`src/rtl/ttt_pkg.sv`:
```
// Shared types and constants for the tic-tac-toe game sequencer.
// Line directions are listed in scan order; dx is the column step, dy the row step.
package ttt_pkg;

    typedef enum logic [1:0] {
        CELL_EMPTY = 2'd0,
        CELL_X     = 2'd1,
        CELL_O     = 2'd2
    } cell_e;

    typedef enum logic [1:0] {
        WIN_NONE = 2'd0,
        WIN_X    = 2'd1,
        WIN_O    = 2'd2,
        WIN_DRAW = 2'd3
    } winner_e;

    typedef enum logic [1:0] {
        ST_PLAY,
        ST_CHECK,
        ST_OVER,
        ST_CLEAR
    } state_e;

    localparam int NUM_BTNS  = 5;
    localparam int BTN_UP    = 0;
    localparam int BTN_DOWN  = 1;
    localparam int BTN_LEFT  = 2;
    localparam int BTN_RIGHT = 3;
    localparam int BTN_MARK  = 4;

    // Direction table: 0=(1,0) 1=(0,1) 2=(1,1) 3=(1,-1)
    function automatic logic signed [1:0] dir_dx(input logic [1:0] d);
        return (d == 2'd1) ? 2'sd0 : 2'sd1;
    endfunction

    function automatic logic signed [1:0] dir_dy(input logic [1:0] d);
        case (d)
            2'd0:    return 2'sd0;
            2'd3:    return -2'sd1;
            default: return 2'sd1;
        endcase
    endfunction

endpackage

```
`src/rtl/ttt_edge_detect.sv`:
```
// Rising-edge detector for a vector of debounced button levels.
// History resets high so a button already held at reset must be released before it can fire.
module ttt_edge_detect #(
    parameter int W = 5
) (
    input  logic         clk_i,
    input  logic         rst_i,
    input  logic [W-1:0] level_i,
    output logic [W-1:0] rise_o
);

    logic [W-1:0] hist_q;

    always_ff @(posedge clk_i) begin
        if (rst_i) begin
            hist_q <= '1;
        end else begin
            hist_q <= level_i;
        end
    end

    assign rise_o = level_i & ~hist_q;

endmodule

```
`src/rtl/ttt_game_ctrl.sv`:
```
// Tic-tac-toe game sequencer: board storage, cursor, turn handling and a
// cell-per-cycle win/draw walker that runs after every placed mark.
module ttt_game_ctrl
    import ttt_pkg::*;
#(
    parameter  int BOARD_N = 3,
    parameter  int WIN_LEN = 3,
    localparam int CW      = $clog2(BOARD_N)
) (
    input  logic          clk25M,
    input  logic          rst,
    input  logic          up,
    input  logic          down,
    input  logic          left,
    input  logic          right,
    input  logic          mark,
    input  logic [CW-1:0] rd_x,
    input  logic [CW-1:0] rd_y,
    output logic [1:0]    rd_cell,
    output logic [CW-1:0] cursor_x,
    output logic [CW-1:0] cursor_y,
    output logic          turn,
    output logic [1:0]    winner,
    output logic          busy
);

    localparam int CELLS = BOARD_N * BOARD_N;
    localparam int IW    = $clog2(CELLS);
    localparam int MW    = $clog2(CELLS + 1);
    localparam int KW    = $clog2(WIN_LEN + 1);
    // Probe coordinates are signed with headroom so -1 and BOARD_N never alias a real cell.
    localparam int SW    = CW + 2;

    localparam logic [CW-1:0]        LAST  = CW'(BOARD_N - 1);
    localparam logic [CW-1:0]        MID   = CW'((BOARD_N - 1) / 2);
    localparam logic signed [SW-1:0] BOUND = SW'(BOARD_N);
    localparam logic [MW-1:0]        FULL  = MW'(CELLS);
    localparam logic [KW-1:0]        WIN_K = KW'(WIN_LEN);

    function automatic logic [IW-1:0] cell_idx(input logic [CW-1:0] x, input logic [CW-1:0] y);
        return IW'(y) * IW'(BOARD_N) + IW'(x);
    endfunction

    function automatic logic signed [SW-1:0] ext2(input logic signed [1:0] v);
        return {{(SW - 2){v[1]}}, v};
    endfunction

    logic [NUM_BTNS-1:0] btn_lvl;
    logic [NUM_BTNS-1:0] btn_rise;

    assign btn_lvl = {mark, right, left, down, up};

    ttt_edge_detect #(
        .W(NUM_BTNS)
    ) u_edge (
        .clk_i  (clk25M),
        .rst_i  (rst),
        .level_i(btn_lvl),
        .rise_o (btn_rise)
    );

    state_e            state_q;
    logic [1:0]        board_q [CELLS];
    logic [CW-1:0]     cur_x_q, cur_y_q;
    logic              turn_q;
    logic [1:0]        winner_q;
    logic [MW-1:0]     moves_q;
    logic [CW-1:0]     px_q, py_q;
    logic [1:0]        p_q;
    logic [1:0]        dir_q;
    logic              side_q;
    logic signed [SW-1:0] cx_q, cy_q;
    logic [KW-1:0]     cnt_q;

    logic [CW-1:0]     cur_x_d, cur_y_d;
    logic [1:0]        cur_cell;
    logic [1:0]        new_code;
    logic [1:0]        dir_nxt;
    logic signed [SW-1:0] px_s, py_s, dx_s, dy_s, ndx_s, ndy_s, step_x, step_y;
    logic              probe_in;
    logic [1:0]        probe_cell;
    logic              probe_hit;
    logic [KW-1:0]     cnt_inc;

    // Up beats down and left beats right; the two axes are independent.
    always_comb begin
        cur_x_d = cur_x_q;
        cur_y_d = cur_y_q;
        if (btn_rise[BTN_UP]) begin
            if (cur_y_q != '0) cur_y_d = cur_y_q - CW'(1);
        end else if (btn_rise[BTN_DOWN]) begin
            if (cur_y_q != LAST) cur_y_d = cur_y_q + CW'(1);
        end
        if (btn_rise[BTN_LEFT]) begin
            if (cur_x_q != '0) cur_x_d = cur_x_q - CW'(1);
        end else if (btn_rise[BTN_RIGHT]) begin
            if (cur_x_q != LAST) cur_x_d = cur_x_q + CW'(1);
        end
    end

    assign cur_cell = board_q[cell_idx(cur_x_q, cur_y_q)];
    assign new_code = {turn_q, ~turn_q};

    assign px_s    = {2'b00, px_q};
    assign py_s    = {2'b00, py_q};
    assign dx_s    = ext2(dir_dx(dir_q));
    assign dy_s    = ext2(dir_dy(dir_q));
    assign dir_nxt = dir_q + 2'd1;
    assign ndx_s   = ext2(dir_dx(dir_nxt));
    assign ndy_s   = ext2(dir_dy(dir_nxt));
    assign step_x  = side_q ? -dx_s : dx_s;
    assign step_y  = side_q ? -dy_s : dy_s;

    assign probe_in   = !cx_q[SW-1] && !cy_q[SW-1] && (cx_q < BOUND) && (cy_q < BOUND);
    assign probe_cell = probe_in ? board_q[cell_idx(cx_q[CW-1:0], cy_q[CW-1:0])] : CELL_EMPTY;
    assign probe_hit  = probe_in && (probe_cell == p_q);
    assign cnt_inc    = cnt_q + KW'(1);

    always_ff @(posedge clk25M) begin
        if (rst) begin
            state_q <= ST_PLAY;
            for (int i = 0; i < CELLS; i++) board_q[i] <= CELL_EMPTY;
            cur_x_q  <= MID;
            cur_y_q  <= MID;
            turn_q   <= 1'b0;
            winner_q <= WIN_NONE;
            moves_q  <= '0;
            px_q     <= '0;
            py_q     <= '0;
            p_q      <= CELL_EMPTY;
            dir_q    <= '0;
            side_q   <= 1'b0;
            cx_q     <= '0;
            cy_q     <= '0;
            cnt_q    <= '0;
        end else begin
            case (state_q)
                ST_PLAY: begin
                    cur_x_q <= cur_x_d;
                    cur_y_q <= cur_y_d;
                    if (btn_rise[BTN_MARK] && cur_cell == CELL_EMPTY) begin
                        board_q[cell_idx(cur_x_q, cur_y_q)] <= new_code;
                        p_q     <= new_code;
                        px_q    <= cur_x_q;
                        py_q    <= cur_y_q;
                        moves_q <= moves_q + MW'(1);
                        dir_q   <= 2'd0;
                        side_q  <= 1'b0;
                        cnt_q   <= KW'(1);
                        cx_q    <= {2'b00, cur_x_q} + ext2(dir_dx(2'd0));
                        cy_q    <= {2'b00, cur_y_q} + ext2(dir_dy(2'd0));
                        state_q <= ST_CHECK;
                    end
                end
                ST_CHECK: begin
                    if (probe_hit && cnt_inc == WIN_K) begin
                        winner_q <= p_q;
                        state_q  <= ST_OVER;
                    end else if (probe_hit) begin
                        cnt_q <= cnt_inc;
                        cx_q  <= cx_q + step_x;
                        cy_q  <= cy_q + step_y;
                    end else if (!side_q) begin
                        side_q <= 1'b1;
                        cx_q   <= px_s - dx_s;
                        cy_q   <= py_s - dy_s;
                    end else if (dir_q != 2'd3) begin
                        dir_q  <= dir_nxt;
                        side_q <= 1'b0;
                        cnt_q  <= KW'(1);
                        cx_q   <= px_s + ndx_s;
                        cy_q   <= py_s + ndy_s;
                    end else if (moves_q == FULL) begin
                        winner_q <= WIN_DRAW;
                        state_q  <= ST_OVER;
                    end else begin
                        turn_q  <= ~turn_q;
                        state_q <= ST_PLAY;
                    end
                end
                ST_OVER: begin
                    cur_x_q <= cur_x_d;
                    cur_y_q <= cur_y_d;
                    if (btn_rise[BTN_MARK]) state_q <= ST_CLEAR;
                end
                ST_CLEAR: begin
                    for (int i = 0; i < CELLS; i++) board_q[i] <= CELL_EMPTY;
                    moves_q  <= '0;
                    winner_q <= WIN_NONE;
                    turn_q   <= 1'b0;
                    state_q  <= ST_PLAY;
                end
                default: state_q <= ST_PLAY;
            endcase
        end
    end

    assign rd_cell  = (rd_x <= LAST && rd_y <= LAST) ? board_q[cell_idx(rd_x, rd_y)] : CELL_EMPTY;
    assign cursor_x = cur_x_q;
    assign cursor_y = cur_y_q;
    assign turn     = turn_q;
    assign winner   = winner_q;
    assign busy     = (state_q == ST_CHECK);

endmodule

```
`config.mk`:
```
export PLATFORM = sky130hd
export DESIGN_NAME = ttt_game_ctrl
export DESIGN_NICKNAME = d
export VERILOG_FILES = /design/src/rtl/ttt_pkg.sv /design/src/rtl/ttt_edge_detect.sv /design/src/rtl/ttt_game_ctrl.sv
export SDC_FILE = /design/constraint.sdc
export NUM_CORES = 1
export LEC_CHECK = 0
export CORE_UTILIZATION = 45
export DETAILED_ROUTE_END_ITERATION = 7
export PLACE_DENSITY = 0.59
export REMOVE_ABC_BUFFERS = 1
export SLEW_MARGIN = 40
export SYNTH_ARGS = -nofsm -noshare
export SYNTH_HDL_FRONTEND = slang
export SYNTH_SLANG_ARGS = --single-unit
export TNS_END_PERCENT = 10
```
`constraint.sdc`:
```
create_clock -name clk25M -period 5.1 [get_ports clk25M]
set_input_delay 1.02 -clock clk25M [delete_from_list [all_inputs] [get_ports clk25M]]
set_output_delay 1.02 -clock clk25M [all_outputs]
set_load 0.01 [all_outputs]
```
# Word level (Yosys, flattened, before mapping)
# Memory sizes are Yosys's and may differ from the RTL's.
# Cells that the tools add are included.
[totals]
input_bits = 11
ramBits = 18
output_inout_bits = 10
n_memories = 1
register_bits = 37
wordCells = 207
[classes]
n_addsub = 19
magnitude_cmp = 4
n_bitwise = 12
muxes = 88
reduce_logical = 35
eq_ne = 30
n_mul = 3
[mem_list]
columns = ["memory", "depth", "width", "read_ports", "rd_clocked_by_memory_dff", "write_ports", "line_no", "text"]
rows = [
  ["board_q", 9, 2, 3, 0, 9, "ttt_game_ctrl.sv:63", "logic [1:0] board_q [CELLS];"],
]
[ops]
columns = ["operator", "count"]
rows = [
  ["2-bit two-way mux", 41],
  ["4-bit two-way mux", 14],
  ["4-bit case mux with 2 select lines", 3],
  ["1-bit two-way mux", 22],
  ["2-bit case mux with 2 select lines", 5],
  ["2-bit inequality test (second input constant)", 9],
  ["2-bit nonzero test", 9],
  ["4-bit AND reduction", 4],
  ["5-bit AND reduction", 3],
  ["4-bit by 2-bit adder with 4-bit output", 3],
  ["2-bit by 2-bit multiplier with 4-bit output (second input constant)", 3],
  ["3-bit by 1-bit inequality test with 1-bit output (second input constant)", 4],
  ["6-bit AND reduction", 2],
  ["2-bit equality test (second input constant)", 5],
  ["1-bit OR", 9],
  ["2-bit by 1-bit adder with 2-bit output (second input constant)", 4],
  ["4-bit adder", 2],
  ["2-bit logical NOT", 4],
  ["4-bit by 3-bit less-than comparator with 1-bit output (second input constant)", 2],
  ["2-bit by 1-bit inequality test with 1-bit output (second input constant)", 4],
  ["2-bit case mux with 4 select lines", 1],
  ["1-bit logical AND", 7],
  ["2-bit by 1-bit equality test with 1-bit output (second input constant)", 3],
  ["5-bit bitwise AND", 1],
  ["21 further kinds", 27],
]

# Longest topological paths before layout
# An unclocked memory read counts as a cell.
[depth]
word_depth = 11
ltp_mapped = 14
ltp_nobuf = 12

# By module
# From an unflattened synthesis, not the netlist that was laid out.
[unflattened]
hier_cells = 452
hier_area_um2 = 4571.9
[by_module_without_submodules]
columns = ["module", "cells_each", "area_per_inst_um2", "n_inst", "seq_area_each_um2"]
rows = [
  ["ttt_game_ctrl", 437, 4409.2, 1, 1601.5],
  ["ttt_edge_detect", 15, 162.7, 1, 100.1],
]

# Worst setup path after synthesis
# OpenSTA, ideal clock, no wires.
[synth_path]
path_kind = "flip-flop to flip-flop"
startpoint = "reg cy_q[1]"
endpoint = "reg cy_q[0]"
t_required_ns = 5.042
arrival_time_ns = 3.945
path_slack_ns = 1.097
path_stages_with_launch = 14
setup_ns = 0.058
period_less_slack_ns = 4.003
path_buffers = 1
path_cell_list = "dfxtp_1 inv_1 fa_1 inv_1 ha_1 fa_1 buf_4 mux4_2 mux4_2 xnor2_2 o211ai_2 mux2i_1 a2111oi_0 o21a_1"
[synth_via]
elab_chain_len = 9
elab_cells_between_ends = 15
cone_classes = "add/sub: 1; mul: 1; order compare: 1; eq/ne: 3; mux: 4; reduce/logical: 4; memory: 1"
[synth_lines]
columns = ["item", "line_no", "text"]
rows = [
  ["from (decl)", "ttt_game_ctrl.sv:72", "logic signed [SW-1:0] cx_q, cy_q;"],
  ["from (signal assigned)", "ttt_game_ctrl.sv:151", "cy_q <= {2'b00, cur_y_q} + ext2(dir_dy(2'd0));"],
  ["from (signal assigned)", "ttt_game_ctrl.sv:162", "cy_q <= cy_q + step_y;"],
  ["from (signal assigned)", "ttt_game_ctrl.sv:166", "cy_q <= py_s - dy_s;"],
  ["2-bit by 2-bit multiplier with 4-bit output", "ttt_game_ctrl.sv:41", "return IW'(y) * IW'(BOARD_N) + IW'(x);"],
  ["4-bit by 2-bit adder with 4-bit output", "ttt_game_ctrl.sv:41", ""],
  ["memory read 9 x 2 bit", "n/a", ""],
  ["2-bit two-way mux", "ttt_game_ctrl.sv:115", "assign probe_cell = probe_in ? board_q[cell_idx(cx_q[CW-1:0], cy_q[CW-1:0])] : CELL_EMPTY;"],
  ["2-bit equality test", "ttt_game_ctrl.sv:116", "assign probe_hit = probe_in && (probe_cell == p_q);"],
  ["1-bit logical AND (*)", "ttt_game_ctrl.sv:116", ""],
  ["4-bit two-way mux or 1-bit logical AND (tied branches)", "ttt_game_ctrl.sv:159, ttt_game_ctrl.sv:156", ""],
  ["4-bit two-way mux or 2-bit inequality test (tied branches)", "n/a", ""],
  ["4-bit case mux with 2 select lines or 4-bit AND reduction (tied branches)", "n/a", ""],
]
# Every way passes the cells marked *; elsewhere a longest branch is shown, timed or not. The select of a mux whose other input is x is not followed.
# A chain may end at the register's enable or synchronous reset.

# Worst setup path after layout
[layout_path]
startpoint = "in rd_y[0]"
endpoint = "out rd_cell[1]"
[layout_via]
elab_chain_len = 4
elab_cells_between_ends = 6
cone_classes = "add/sub: 1; mul: 1; order compare: 1; mux: 1; reduce/logical: 1; memory: 1"
[layout_lines]
columns = ["item", "line_no", "text"]
rows = [
  ["from (decl)", "ttt_game_ctrl.sv:18", "input logic [CW-1:0] rd_y,"],
  ["2-bit by 2-bit multiplier with 4-bit output", "ttt_game_ctrl.sv:41", ""],
  ["4-bit by 2-bit adder with 4-bit output", "ttt_game_ctrl.sv:41", ""],
  ["memory read 9 x 2 bit", "n/a", ""],
  ["2-bit two-way mux (*)", "ttt_game_ctrl.sv:198", "assign rd_cell = (rd_x <= LAST && rd_y <= LAST) ? board_q[cell_idx(rd_x, rd_y)] : CELL_EMPTY;"],
  ["to (decl)", "ttt_game_ctrl.sv:19", "output logic [1:0] rd_cell,"],
]
# Every way passes the cells marked *; elsewhere a longest branch is shown, timed or not.

==> flow_summary_export.csv <==
group,metric,value,unit
run_status,status,"complete, no violations",
yosys,synth_ff_type,"sky130_fd_sc_hd__dfxtp_1",
yosys,ys_ff_latch,69,
floorplanning,initial_core_util,46.9,%
critical_path,timing.critical_path.from_type,"input port",
hold_path,hold_path.class,"flip-flop to flip-flop",
place,detailed_place_hpwl,8.42,mm
place,placement.io_buffers,20,
yosys,synthMostInstantiatedCell,"sky130_fd_sc_hd__nor2_1",
critical_path,path_class,"input port to output pin",
detailed_routing,drt_pre_antenna_iters,5,
clock_tree,setup_fix_bufs_post_cts,0,
pwr,intPower,1380,uW
detailed_routing,routed-via-count,3549,
global_routing,global_route_wire_length_before_repair,18.2,mm
yosys,yosys.area.top_type_share,20.8,%
timing,finalHoldViolations,0,
clock_tree,cts_root_buf,"sky130_fd_sc_hd__clkbuf_8",
critical_path,timing.critical_path.cells,"clkdlybuf4s50_1 > fa_1 > ha_1 > mux4_2 > mux4_2 > nor2b_1 > clkdlybuf4s50_1",
clock_tree,worst_setup_hold_path_clk_slew,0.07,ns
pwr,sequentialPowerShare,31.4,%
detailed_routing,dr.first_iter.drc_count,190,
critical_path,critical-path-slowest-cell,"sky130_fd_sc_hd__clkdlybuf4s50_1",
yosys,synth.top_cells.by_area,"sky130_fd_sc_hd__edfxtp_1 21%, sky130_fd_sc_hd__dfxtp_1 16%, sky130_fd_sc_hd__ha_1 8.9%, sky130_fd_sc_hd__mux4_2 8.8%, sky130_fd_sc_hd__nor2_1 4.6%",
timing,timing.slew.headroom,53.4,%
detailed_routing,drt.antenna.violating_nets,0,
pwr,power_switching,808,uW
cells_and_area,multi_input_area,2700,um2
yosys,synth.top_cells.by_count,"57 x sky130_fd_sc_hd__nor2_1, 37 x sky130_fd_sc_hd__dfxtp_1, 37 x sky130_fd_sc_hd__inv_1",
global_routing,globalRouteTotalUtil,23.2,%
cells_and_area,antenna-diode-count,0,
cells_and_area,finish.utilization,52.9,%
timing,max_slew.worst_pin.slew,0.697,ns
clock_tree,htree_levels,3,
pwr,comb_power_share,43.6,%
yosys,synth.largest_area_cell,"sky130_fd_sc_hd__edfxtp_1",
timing,min_tclk_post_route,4.95,ns
pwr,leakagePower,0.00197,uW
critical_path,timing.critical_path.slowest_cell_delay,0.54,ns
clock_tree,cts_inserted_buffers,9,
floorplanning,core.rowCount,36,
cells_and_area,final_nets,530,
clock_tree,holdBufCountCts,0,
clock_tree,cts_tree,"yes",
flow_run,cap_violations,0,
cells_and_area,share_of_layout_cells_above_drive_strength_1,12.4,%
timing,clock_skew,0.00853,ns
timing,final_setup_vio_count,0,
floorplanning,ioPinCount,21,
cells_and_area,layout.area.seq,1700,um2
floorplanning,core_area,9860,um2
yosys,syn_area,4630,um2
yosys,asyncSetResetFlopFracSynth,0,%
clock_tree,number_of_sinks_driven_by_the_clock_tree,69,
global_routing,number_of_global_route_vias_before_repair,3418,
cells_and_area,final.fill_count,894,
critical_path,worstSetupEndpointType,"output pin",
timing,final-max-slew-violation-count,0,
timing,fin_tns_setup,0,ns
global_routing,pin_count_of_the_biggest_net_entering_global_routing,28,
floorplanning,die_area,10700,um2
place,gpl.final_weighted_congestion,0.865,
clock_tree,worstSkewPairLatency,0.35,ns
yosys,number_of_warnings_printed_during_yosys_synthesis,0,
yosys,netlist_instances,462,
pwr,worst_ir_drop_vdd,0.000205,V
critical_path,cp_data_arrival_time,3.93,ns
detailed_routing,routedWlPerCell,18.2,um
pwr,switching_share,36.9,%
pwr,pwrdens,420,nW/um2
detailed_routing,drcViolationCount,0,
timing,timing.fmax,202,MHz
timing,final_critical_path_setup_slack,0.153,ns
yosys,synth_enable_flop_cells,32,
clock_tree,cts.path.max_buffers,2,
yosys,synth-seq-area-share,36.8,%
global_routing,grt_overflow,0,
timing,timing.final.crit_share,97.0,%
clock_tree,post_cts_resized,0,
cells_and_area,layout-area-overhead-vs-synth,12.7,%
detailed_routing,avgViaCountPerCell,5.77,
place,dpl_worst_slack,0.146,ns
detailed_routing,postRouteWirelength,11.2,mm
critical_path,cp.required,4.08,ns
yosys,synth.distinct_cells,59,
timing,rsz0062_at_grt,"false",
pwr,clockPowerShare,25.0,%
global_routing,antenna_found_initial,0,
yosys,mean_post_synth_cell_area,10.0,um2
floorplanning,floorplan.die.width,103,um
critical_path,worst_path_max_fanout,8,
floorplanning,fp.dieH,103,um
-- logic make-up after synthesis --
logic type / synth area share [%]
xor gates and xnor gates: 2.81
AOI/OAI and AO/OA: 13.2
adders and majority gates: 12.8
buffers and inverters: 5.11
muxes: 14.1
DFF: 36.8
and+or+nand+nor: 15.2
-- power groups by stage --
stage | Clock, uW | Sequential [uW] | Combinational [uW]
5_1_grt | 583 | 698 | 1040
4_1_cts | 558 | 688 | 955
2_1_floorplan | 0 | 679 | 717
6_report | 547 | 688 | 954
3_5_place_dp | 0 | 700 | 952
3_3_place_gp | 0 | 700 | 932
-- cell type report --
class	count	share of cell area, %
Timing Repair Buffer	28	4.99
Inverter	37	2.66
Clock inverter	7	2.37
Clock buffer	9	2.37
Tap cell	133	3.19
Sequential cell	69	32.6
Multi-Input combinational cell	332	51.8
-- final timing paths --
kind / slack (ns) / from / endpoint / depth (start not counted)
hold reg to reg: 0.47 / winner[0]$_SDFFE_PP0P_ / winner[0]$_SDFFE_PP0P_ / 2
setup / recovery: 0.15 / rd_y[0] / rd_cell[1] / 7
hold / removal: 0.47 / winner[0]$_SDFFE_PP0P_ / winner[0]$_SDFFE_PP0P_ / 2
setup reg to reg: 0.32 / cy_q[0]$_SDFFE_PP0P_ / cy_q[1]$_SDFFE_PP0P_ / 12
-- flip-flops by register name, summed over array words and instances (netlist names), 4 cells and up, named ones only --
name / count
board_q: 32
u_edge.hist_q: 5
cx_q: 4
cy_q: 4
moves_q: 4
-- metrics by stage --
stage | total power, uW | std cells | area (um2) | hold slack [ns]
2_1_floorplan | 1400 | 438 | 4530 | 0.438
3_3_place_gp | 1630 | 599 | 4960 | 0.449
3_5_place_dp | 1650 | 599 | 4960 | 0.455
4_1_cts | 2200 | 615 | 5210 | 0.474
5_1_grt | 2320 | 615 | 5220 | 0.489
6_report | 2190 | 615 | 5220 | 0.471
-- cells in the final DEF (no fill, tap or decap), types with 10 or more instances in the layout --
master,count
sky130_fd_sc_hd__nand2b_1,10
sky130_fd_sc_hd__xnor2_1,10
sky130_fd_sc_hd__dfxtp_1,36
sky130_fd_sc_hd__ha_1,33
sky130_fd_sc_hd__mux2i_1,20
sky130_fd_sc_hd__mux4_2,18
sky130_fd_sc_hd__clkdlybuf4s50_1,20
sky130_fd_sc_hd__o21ai_0,18
sky130_fd_sc_hd__nor2_1,57
sky130_fd_sc_hd__a21oi_1,24
sky130_fd_sc_hd__nand2_1,20
sky130_fd_sc_hd__inv_1,37
sky130_fd_sc_hd__nor3_1,15
sky130_fd_sc_hd__edfxtp_1,32
-- per-layer routing --
layer | GRT usage, % | wire length (um) | vias to the layer above
met5 | 0 | 0 | -
met4 | 8.88 | 201 | 0
met3 | 3.56 | 653 | 17
met2 | 35.2 | 4980 | 137
met1 | 33.5 | 5330 | 1693
li1 | - | - | 1702
-- critical path: cells and delay by family --
kind | cells | cell delay [ns]
fa+ha+maj | 2 | 0.93
buf+inv | 2 | 1.01
mux | 2 | 0.83
simple gates | 1 | 0.14
No activity file was read; power rests on OpenSTA's default activity.
